--- config.mk ---
export PLATFORM = sky130hd
export DESIGN_NAME = nice_seq_reader
export DESIGN_NICKNAME = d
export VERILOG_FILES = /design/src/rtl/nice_seq_reader.sv
export SDC_FILE = /design/constraint.sdc
export NUM_CORES = 1
export LEC_CHECK = 0
export CAP_MARGIN = 25
export CORE_MARGIN = 2
export CORE_UTILIZATION = 50
export DETAILED_ROUTE_END_ITERATION = 10
export GPL_ROUTABILITY_DRIVEN = 1
export GPL_TIMING_DRIVEN = 0
export MAX_ROUTING_LAYER = met4
export PLACE_DENSITY = 0.8
export SLEW_MARGIN = 15
export SYNTH_ARGS = -nofsm -noshare
export SYNTH_HDL_FRONTEND = slang
export SYNTH_SLANG_ARGS = --single-unit
--- constraint.sdc ---
create_clock -name clk -period 11.2 [get_ports clk]
set_input_delay 3.36 -clock clk [delete_from_list [all_inputs] [get_ports clk]]
set_output_delay 3.36 -clock clk [all_outputs]
set_load 0.1 [all_outputs]
--- src/rtl/nice_seq_reader.sv ---
// nice_seq_reader: walks indices 0..size-1 of an indexed store and streams
// each element out on a valid/ready port, flagging the final element.
//
// Ports:
//   clk, rst          clock, synchronous active-high reset
//   start_i, size_i   begin iteration of size_i elements (saturated to 2^IDX_W)
//   abort_i           cancel the running iteration
//   rd_req_o/idx_o    read request to the store, accepted with rd_gnt_i
//   rd_rvalid_i/data  in-order read responses
//   out_*             element stream (data, index, last flag)
//   busy_o, done_o    not-idle status, one-cycle completion pulse
//   err_o             sticky flag for unsolicited read responses
module nice_seq_reader #(
    parameter int DATA_W = 32,
    parameter int IDX_W  = 8
) (
    input  logic              clk,
    input  logic              rst,
    input  logic              start_i,
    input  logic [IDX_W:0]    size_i,
    input  logic              abort_i,
    output logic              rd_req_o,
    output logic [IDX_W-1:0]  rd_idx_o,
    input  logic              rd_gnt_i,
    input  logic              rd_rvalid_i,
    input  logic [DATA_W-1:0] rd_rdata_i,
    output logic              out_valid_o,
    input  logic              out_ready_i,
    output logic [DATA_W-1:0] out_data_o,
    output logic [IDX_W-1:0]  out_idx_o,
    output logic              out_last_o,
    output logic              busy_o,
    output logic              done_o,
    output logic              err_o
);

    localparam int CW = IDX_W + 1;
    localparam logic [CW-1:0] MAX_SIZE = {1'b1, {IDX_W{1'b0}}};

    typedef enum logic [1:0] {
        IDLE,
        ISSUE,
        DRAIN,
        FLUSH
    } state_e;

    typedef struct packed {
        logic [DATA_W-1:0] data;
        logic [IDX_W-1:0]  idx;
        logic              last;
    } elem_t;

    state_e          state_q, state_d;
    logic [CW-1:0]   size_q, size_d;
    logic [CW-1:0]   req_cnt_q, req_cnt_d;
    logic [CW-1:0]   rsp_cnt_q, rsp_cnt_d;
    logic            done_q, done_d;
    logic            err_q, err_d;
    // Set by the first accepted start; responses that arrive after a reset
    // belong to a cancelled iteration and must not raise the error flag.
    logic            armed_q, armed_d;
    logic [1:0]      fifo_cnt_q, fifo_cnt_d;
    logic            wr_ptr_q, wr_ptr_d;
    logic            rd_ptr_q, rd_ptr_d;
    elem_t           mem_q [2];

    logic [CW-1:0]   outstanding;
    logic [CW-1:0]   inflight;
    logic [CW-1:0]   size_sat;
    logic [1:0]      fifo_cnt_nxt;
    logic            active;
    logic            pop;
    logic            gnt;
    logic            rsp_ok;
    logic            push;
    logic            fifo_clr;
    elem_t           head;

    assign outstanding = req_cnt_q - rsp_cnt_q;
    assign out_valid_o = (fifo_cnt_q != 2'd0);
    assign pop         = out_valid_o & out_ready_i;
    // Credit counts the FIFO after this cycle's pop, so a draining consumer
    // frees a slot immediately and streaming runs at one element per cycle.
    assign inflight    = outstanding + CW'(fifo_cnt_q) - CW'(pop);
    assign size_sat    = (size_i > MAX_SIZE) ? MAX_SIZE : size_i;
    assign active      = (state_q == ISSUE) || (state_q == DRAIN);
    assign rd_req_o    = (state_q == ISSUE) && (inflight < CW'(2));
    assign rd_idx_o    = rd_req_o ? req_cnt_q[IDX_W-1:0] : '0;
    assign gnt         = rd_req_o & rd_gnt_i;
    assign rsp_ok      = rd_rvalid_i && (outstanding != '0);
    assign push        = rsp_ok && active && !abort_i;

    assign fifo_cnt_nxt = fifo_cnt_q + 2'(push) - 2'(pop);

    assign head        = mem_q[rd_ptr_q];
    assign out_data_o  = out_valid_o ? head.data : '0;
    assign out_idx_o   = out_valid_o ? head.idx : '0;
    assign out_last_o  = out_valid_o & head.last;
    assign busy_o      = (state_q != IDLE);
    assign done_o      = done_q;
    assign err_o       = err_q;

    always_comb begin
        state_d   = state_q;
        size_d    = size_q;
        req_cnt_d = req_cnt_q + CW'(gnt);
        rsp_cnt_d = rsp_cnt_q + CW'(rsp_ok);
        done_d    = 1'b0;
        err_d     = err_q | (rd_rvalid_i && (outstanding == '0) && armed_q);
        armed_d   = armed_q;
        fifo_clr  = 1'b0;
        unique case (state_q)
            IDLE: begin
                if (start_i) begin
                    size_d    = size_sat;
                    err_d     = 1'b0;
                    armed_d   = 1'b1;
                    req_cnt_d = '0;
                    rsp_cnt_d = '0;
                    fifo_clr  = 1'b1;
                    if (size_sat == '0) begin
                        done_d = 1'b1;
                    end else begin
                        state_d = ISSUE;
                    end
                end
            end
            ISSUE: begin
                if (abort_i) begin
                    state_d  = FLUSH;
                    fifo_clr = 1'b1;
                end else if (req_cnt_d == size_q) begin
                    state_d = DRAIN;
                end
            end
            DRAIN: begin
                if (abort_i) begin
                    state_d  = FLUSH;
                    fifo_clr = 1'b1;
                end else if (rsp_cnt_d == size_q && fifo_cnt_nxt == 2'd0) begin
                    state_d = IDLE;
                    done_d  = 1'b1;
                end
            end
            FLUSH: begin
                if (rsp_cnt_d == req_cnt_q) begin
                    state_d = IDLE;
                end
            end
            default: state_d = IDLE;
        endcase
        fifo_cnt_d = fifo_clr ? 2'd0 : fifo_cnt_nxt;
        wr_ptr_d   = fifo_clr ? 1'b0 : (wr_ptr_q ^ push);
        rd_ptr_d   = fifo_clr ? 1'b0 : (rd_ptr_q ^ pop);
    end

    always_ff @(posedge clk) begin
        if (rst) begin
            state_q    <= IDLE;
            size_q     <= '0;
            req_cnt_q  <= '0;
            rsp_cnt_q  <= '0;
            done_q     <= 1'b0;
            err_q      <= 1'b0;
            armed_q    <= 1'b0;
            fifo_cnt_q <= 2'd0;
            wr_ptr_q   <= 1'b0;
            rd_ptr_q   <= 1'b0;
        end else begin
            state_q    <= state_d;
            size_q     <= size_d;
            req_cnt_q  <= req_cnt_d;
            rsp_cnt_q  <= rsp_cnt_d;
            done_q     <= done_d;
            err_q      <= err_d;
            armed_q    <= armed_d;
            fifo_cnt_q <= fifo_cnt_d;
            wr_ptr_q   <= wr_ptr_d;
            rd_ptr_q   <= rd_ptr_d;
        end
    end

    always_ff @(posedge clk) begin
        if (push) begin
            mem_q[wr_ptr_q] <= '{
                data: rd_rdata_i,
                idx:  rsp_cnt_q[IDX_W-1:0],
                last: (rsp_cnt_q == size_q - CW'(1))
            };
        end
    end

endmodule

======== After elaboration in Yosys (flattened, before gate mapping) ========
Memories as Yosys holds them, arrays and structs flattened. A register that Yosys moved wholly into a read port is not among the register bits.
Cells that the tools add are included.
storage, ports and cells
  register bits ........................... 36
  RAM bits ................................ 82
  input bits .............................. 48
  output and inout bits ................... 54
  logic and storage cells ................. 88
  memories kept ........................... 1
memory list
  memory  depth  bits a word  rd ports  clocked after memory_dff  write ports  RTL line  RTL
  mem_q   2      41           1         1                         1            65        elem_t mem_q [2];
operators by class
  add/sub/neg operators ................... 8
  magnitude comparators ................... 2
  equality and inequality tests ........... 12
  mux-type cells .......................... 29
  bitwise gates (word level) .............. 6
  reduce and logical (&&, ||, !) cells .... 20
operators by type and width
  operator                                                number
  2-to-1 mux 9 bit                                        5
  equality test 9 bit                                     4
  2-to-1 mux 32 bit                                       1
  adder 9 x 1 -> 9 bit                                    2
  logical NOT 9 bit                                       2
  2-to-1 mux 8 bit                                        2
  2-to-1 mux 2 bit                                        7
  2-to-1 mux 1 bit                                        11
  adder 9 x 2 -> 9 bit                                    1
  greater-than comparator 9 bit (second input constant)   1
  < comparator 9 x 2 -> 1 bit (second input constant)     1
  nonzero test 9 bit                                      1
  subtractor 9 x 1 -> 9 bit                               1
  subtractor 9 x 1 -> 9 bit (second input constant)       1
  subtractor 9 bit                                        1
  case mux 2 bit (4 select lines)                         1
  logical AND 1 bit                                       7
  inequality test 2 bit (second input constant)           3
  inequality test 3 x 2 -> 1 bit (second input constant)  2
  AND reduction 5 bit                                     1
  equality test 2 bit (second input constant)             2
  logical NOT 2 bit                                       2
  case mux 1 bit (2 select lines)                         2
  nonzero test 2 bit                                      2
  10 further kinds                                        14

======== Logic depth before layout (Yosys ltp) ========
Gate-level depths: netlist (run 1).
  depth after elaboration ................. 12
  depth in mapped cells ................... 25
  mapped depth without buffers ............ 24

======== Least setup slack after synthesis (run 1) ========
No wires, ideal clock.
  kind .................................... input to output
  start ................................... input port out_ready_i
  end ..................................... output port rd_idx_o[0]
  arrival ................................. 6.637 ns
  required time ........................... 7.840 ns
  slack ................................... 1.203 ns
  stages .................................. 12
  buffers on the path ..................... 0
  cells stage by stage .................... and2_1 -> ha_1 -> nor2b_1 -> fa_1 -> a21o_1 -> a21o_1 -> and2_1 -> a41o_1 -> a21oi_1 -> xnor3_1 -> and4bb_4 -> and2_1
on the way
  longest elaborated chain between the ends .. 5
ends and longest elaborated chain
  what                         RTL line  RTL
  start, declared              28        input logic out_ready_i,
  AND 1 bit                    81        assign pop = out_valid_o & out_ready_i;
  subtractor 9 x 1 -> 9 bit    84        assign inflight = outstanding + CW'(fifo_cnt_q) - CW'(pop);
  < comparator 9 x 2 -> 1 bit  87        assign rd_req_o = (state_q == ISSUE) && (inflight < CW'(2));
  logical AND 1 bit            87
  net rd_req_o                 22        output logic rd_req_o,
  2-to-1 mux 8 bit             88        assign rd_idx_o = rd_req_o ? req_cnt_q[IDX_W-1:0] : '0;
  end, declared                23        output logic [IDX_W-1:0] rd_idx_o,
The timed path passes the listed nets, and every way through them passes these cells.

======== Final worst setup path (run 1) ========
  start ................................... input port out_ready_i
  end ..................................... output port rd_idx_o[6]
on the way
  longest elaborated chain between the ends .. 5
ends and longest elaborated chain
  what                         RTL line
  AND 1 bit                    81
  subtractor 9 x 1 -> 9 bit    84
  < comparator 9 x 2 -> 1 bit  87
  logical AND 1 bit            87
  2-to-1 mux 8 bit             88
Every way passes these cells.

==> results of run 1 <==
==> cell families (layout without fill, tap and decap cells) <==
logic type               count (synthesis)  in the layout  synth area share
adder cells (fa/ha/maj)                 32             32            0.0648
AND/OR/NAND/NOR                        185            185             0.145
flip-flops                             118            118             0.497
buffers and inverters                   55            190            0.0336
AO/OA/AOI/OAI                           84             84            0.0943
XOR/XNOR                                65             65            0.0910
multiplexers                            48             48            0.0752
==> cell usage in the layout (no fill, tap or decap), types with 14 or more instances in the layout <==
master / instances
a21oi_1: 20
and2_1: 15
clkbuf_1: 15
clkbuf_16: 17
clkdlybuf4s50_1: 101
dfxtp_1: 36
edfxtp_1: 82
ha_1: 28
inv_1: 29
mux2i_1: 47
nand2_1: 23
nand3_1: 16
nor2_1: 73
nor3_1: 15
o21ai_0: 14
xnor2_1: 42
xor2_1: 22
==> per-stage QoR <==
step / std cells / hold WS, ps / setup slack, ps
CTS: 894 / 455 / 283
floorplan: 587 / 420 / 1200
detailed placement: 862 / 442 / 320
global route: 894 / 479 / 116
finish: 894 / 461 / 258
global placement: 860 / 430 / 365
==> final cells by class <==
type | instances | area (sq um)
timing repair buffer | 103 | 1050
fill | 957 | 4320
multi-input combinational | 414 | 3020
clock inverter | 15 | 143
inverter | 31 | 116
clock buffer | 17 | 425
buffer | 24 | 98.8
sequential | 118 | 3180
tap | 172 | 215
==> routing by layer <==
metal | global-route usage | up-vias | part of all wire
met3 | 0.0463 | 25 | 0.075
met2 | 0.402 | 183 | 0.50
met4 | 0.0776 | 0 | 0.018
met1 | 0.264 | 2328 | 0.40
li1 | - | 2368 | -
met5 | - | - | 0
==> flip-flops by register name, summed over array words and instances, names as in the netlist <==
name        count
armed_q         1
err_o           1
mem_q          82
wr_ptr_q        1
done_o          1
rsp_cnt_q       9
rd_ptr_q        1
state_q         2
fifo_cnt_q      2
size_q          9
req_cnt_q       9
==> worst max-delay path, stage by stage <==
cell and delay, ps:
clkdlybuf4s50_1 400, and2_1 210, ha_1 310, nor2b_1 70, fa_1 410, a21o_1 200
a21o_1 230, and2_1 190, a21oi_1 150, a2bb2oi_1 250, o211ai_1 120, and4bb_4 410
and2_1 150, clkdlybuf4s50_1 1130
==> path summary, 6_finish.rpt <==
check	slack, ps	to	cells after the start	startpoint
worst min-delay path	460	mem_q[0][5]	0	rsp_cnt_q[4]
worst max register to register	5030	state_q[0]	23	rsp_cnt_q[2]
worst max-delay path	260	rd_idx_o[6]	14	out_ready_i
worst min register to register	460	mem_q[0][5]	0	rsp_cnt_q[4]
==> power by group through the flow <==
stage	combinational [mW]	clock [mW]	sequential, mW
2_1_floorplan	0.758	0	0.545
3_3_place_gp	0.944	0	0.547
3_5_place_dp	0.982	0	0.548
4_1_cts	0.990	0.523	0.539
5_1_grt	1.07	0.541	0.543
6_report	0.999	0.516	0.539
==> results.cfg, run 1 <==
[outcome]
status = completed

[floorplan]
rows = 41
core-area_sq_mm = 0.0126
die_w_microns = 117
die_height_microns = 117
start_util = 0.510
dieArea_sq_mm = 0.0137
num_io_pins = 102

[timing]
finalCritPeriodShare = 0.977
relSlewSlack = 0.321
final-hold-violation-count = 0
skew_ps = 8.97
finalSetupTns_ps = 0
layout_min_cycle_time_ps = 10940
setup_viol = 0
maxSlewViolCount = 0
tightest_slew_ps = 1010
rsz0062_at_grt = no
max_freq_ghz = 0.0914

[cts]
clkLatencyLatePin_ps = 420
clockBufferDepth = 2
htreeDepth = 4
cts.sinks = 118
hold_buffers = 0
cts_tree = yes
cts_resized = 0
post_cts_buffers = 0
cts_buffers = 17
clk_pin_slew_worst_paths_ps = 60
clockRootBuffer = clkbuf_16

[placed_design]
place.port_buffers = 101
globalplace.congestion = 0.919
hpwl_mm = 11.1
placed_area_sq_mm = 0.00768

[power_and_ir_drop]
p_comb_frac = 0.486
total_power_mw = 2.05
power_frac_seq = 0.262
switching_share = 0.428
switchingPower_uw = 879
p_int_mw = 1.18
power.share.clock = 0.251
p_per_area_mw_per_mm2 = 249
leakage_nw = 2.94
irDropWorstVdd_mv = 0.204

[logic_synthesis]
synth-edff-count = 82
synth-seq-area-share = 0.497
yosys.area.top_type = edfxtp_1
synth_area_sq_mm = 0.00641
yosysWarningCount = 0
syn_avg_cell_area_sq_um = 10.9
synth_seq_cells = 118
yosysUniqueCellTypes = 69
ys.flop_type = edfxtp_1
synth_common_cells = 82 x edfxtp_1, 73 x nor2_1, 47 x mux2i_1
synth.top_cell.area_share = 0.384
syn_nets = 667
synth.area.top_cells = edfxtp_1 38%, dfxtp_1 11%, mux2i_1 7.3%, ha_1 5.9%, xnor2_1 5.7%
ys_async_sr_fraction = 0
synthCells = 587
yosysMostFrequentCell = edfxtp_1

[grt]
grt_pass1_wl_mm = 23.5
antenna_found_initial = 0
grt_pass1_vias = 4833
grt_overflow_total = 0
grt_max_degree = 31
gr-usage-all-layers = 0.230

[detailed_routing]
drc = 0
drtIter0Drc = 423
ant_nets = 0
routed_wl_mm = 15.2
via_count = 4904
wl_per_cell_microns = 17.0
via_per_inst = 5.49
dr.pass1.iters = 7

[layout]
nets = 789
drive_above_1_share = 0.0706
final_util = 0.656
areaGrowthSynthToFinish_pct = 28.7
final_area_sq_mm = 0.00825
num_antenna_cells = 0

[critical_path]
cp-start-kind = primary input
crit_required_ps = 7840
crit_arrival_ps = 7580
cp-end-kind = primary output
critPathKind = in -> out
cp_max_fo = 7

[flow_run]
maxCapViolCount = 0

[worst_hold_path]
hold_class = reg -> reg
No activity file was read; power rests on OpenSTA's default activity.
==> run 2: changes to the inputs <==
- RECOVER_POWER: default -> 50
==> run 2 against run 1 <==
  * The run now ends with capacitance limit, slew limit left
  * Via count fell by 0.18%
  * Sequential cell count is the same
  * Clock power about the same
  * Maximum frequency is essentially flat
  * Critical path depth unchanged
  * Design area shrank 0.32%
==> results.cfg, run 2 (same netlist as run 1, synthesis figures left out) <==
[outcome]
status = complete, but fails checks
violations = capacitance limit, slew limit

[cts]
cts_tree = yes
cts_resized = 0
hold_buffers = 0
clkLatencyLatePin_ps = 420
clk_pin_slew_worst_paths_ps = 60
clockBufferDepth = 2
cts.sinks = 118
cts_buffers = 17
post_cts_buffers = 0
htreeDepth = 4
clockRootBuffer = clkbuf_16

[power_and_ir_drop]
p_int_mw = 1.17
power.share.clock = 0.253
leakage_nw = 2.95
switchingPower_uw = 877
switching_share = 0.428
p_comb_frac = 0.484
p_per_area_mw_per_mm2 = 249
irDropWorstVdd_mv = 0.203
power_frac_seq = 0.264

[critical_path]
cp_max_fo = 7
cp-end-kind = primary output
cp-start-kind = primary input
r2r_slack_ps = 5010
crit_arrival_ps = 7590
worst_path_max_delay_cell = clkdlybuf4s50_1
cp_common_cell = and2_1
cp_cell_sequence = clkdlybuf4s50_1 > and2_1 > ha_1 > nor2b_1 > fa_1 > a21o_1 > a21o_1 > and2_1 > a21oi_1 > a2bb2oi_1 > o211ai_1 > and4bb_4 > and2_1 > clkdlybuf4s50_1
cpPeakStageDelay_ps = 1130
critPathKind = in -> out
crit_required_ps = 7840

[layout]
num_antenna_cells = 0
drive_above_1_share = 0.0651
areaGrowthSynthToFinish_pct = 28.3
nets = 789
final_area_sq_mm = 0.00822
final_cell_mix = 82 x edfxtp_1, 73 x nor2_1, 66 x clkdlybuf4s50_1, 47 x mux2i_1, 42 x xnor2_1
mostFrequentLayoutCell = edfxtp_1
largest_register_ffs = 82
regMostFlops = mem_q

[floorplan]
core-area_sq_mm = 0.0126
die_height_microns = 117
num_io_pins = 102
dieArea_sq_mm = 0.0137
start_util = 0.510
die_w_microns = 117
rows = 41

[timing]
rsz0062_at_grt = no
relSlewSlack = -0.111
max_freq_ghz = 0.0914
finalCritPeriodShare = 0.977
setup_viol = 0
tightest_slew_ps = 1670
fin_ws_ps = 255
maxSlewViolCount = 31
skew_ps = 11.2
layout_min_cycle_time_ps = 10950
finalSetupTns_ps = 0
final-hold-violation-count = 0

[detailed_routing]
via_per_inst = 5.48
ant_nets = 0
wl_per_cell_microns = 17.1
dr.pass1.iters = 5
drc = 0
via_count = 4895
routed_wl_mm = 15.3
drtIter0Drc = 466

[grt]
gr-usage-all-layers = 0.230
grt_pass1_wl_mm = 23.5
antenna_found_initial = 0
grt_pass1_vias = 4833
grt_max_degree = 31
grt_overflow_total = 0

[placed_design]
hpwl_mm = 11.1
globalplace.congestion = 0.919
placed_area_sq_mm = 0.00768
place.port_buffers = 101
dp_slack_ps = 320

[worst_hold_path]
hold_class = reg -> reg

[flow_run]
maxCapViolCount = 1
==> run 2: cell types whose count changed in the layout (fill, tap and decap cells not counted), sizes merged <==
cell / change
clkdlybuf4s50: -35
dlygate4sd3: +35
buf: -1
clkbuf: +1
==> run 2: per-stage QoR <==
stage / hold slack, ps / utilization / total power, mW / std cells
2_1_floorplan: 420 / - / 1.30 / 587
3_5_place_dp: 442 / 0.611 / 1.53 / 862
6_report: 454 / 0.654 / 2.05 / 894
5_1_grt: 479 / 0.654 / 2.15 / 894
3_3_place_gp: 430 / 0.608 / 1.49 / 860
4_1_cts: 455 / 0.656 / 2.05 / 894
==> run 2: power by group through the flow <==
| stage | Sequential [mW] | Combinational [mW] | Clock [mW] |
|---|---|---|---|
| 2_1_floorplan | 0.545 | 0.758 | 0 |
| 3_3_place_gp | 0.547 | 0.944 | 0 |
| 3_5_place_dp | 0.548 | 0.982 | 0 |
| 4_1_cts | 0.539 | 0.990 | 0.523 |
| 5_1_grt | 0.544 | 1.07 | 0.541 |
| 6_report | 0.540 | 0.990 | 0.517 |
==> run 2: cell type report <==
type | instances | area (sq um)
inverters | 31 | 116
well taps | 172 | 215
flip-flops and latches | 118 | 3180
clock inverters | 15 | 143
clock buffers | 17 | 425
plain buffers | 24 | 98.8
fillers | 960 | 4350
multi-input cells | 414 | 3010
repair buffers | 103 | 1030
==> run 2: worst paths after layout <==
path           startpoint  depth (start not counted)           to
max           out_ready_i                         14  rd_idx_o[6]
min          rsp_cnt_q[4]                          0  mem_q[0][5]
max reg2reg  rsp_cnt_q[3]                         23   state_q[0]
min reg2reg  rsp_cnt_q[4]                          0  mem_q[0][5]
==> run 2: critical path, delay by kind of cell <==
family	cells	cell delay, ps
buffers and inverters	2	1530
adder cells (fa/ha/maj)	2	720
AO/OA/AOI/OAI	5	960
AND/OR/NAND/NOR	5	1030
==> run 2: layer usage <==
| layer | GRT usage | vias to the layer above | wire length (microns) |
|---|---|---|---|
| li1 | - | 2369 | - |
| met1 | 0.264 | 2328 | 6260 |
| met2 | 0.402 | 173 | 7700 |
| met3 | 0.0463 | 25 | 1060 |
| met4 | 0.0776 | 0 | 255 |
| met5 | - | - | 0 |
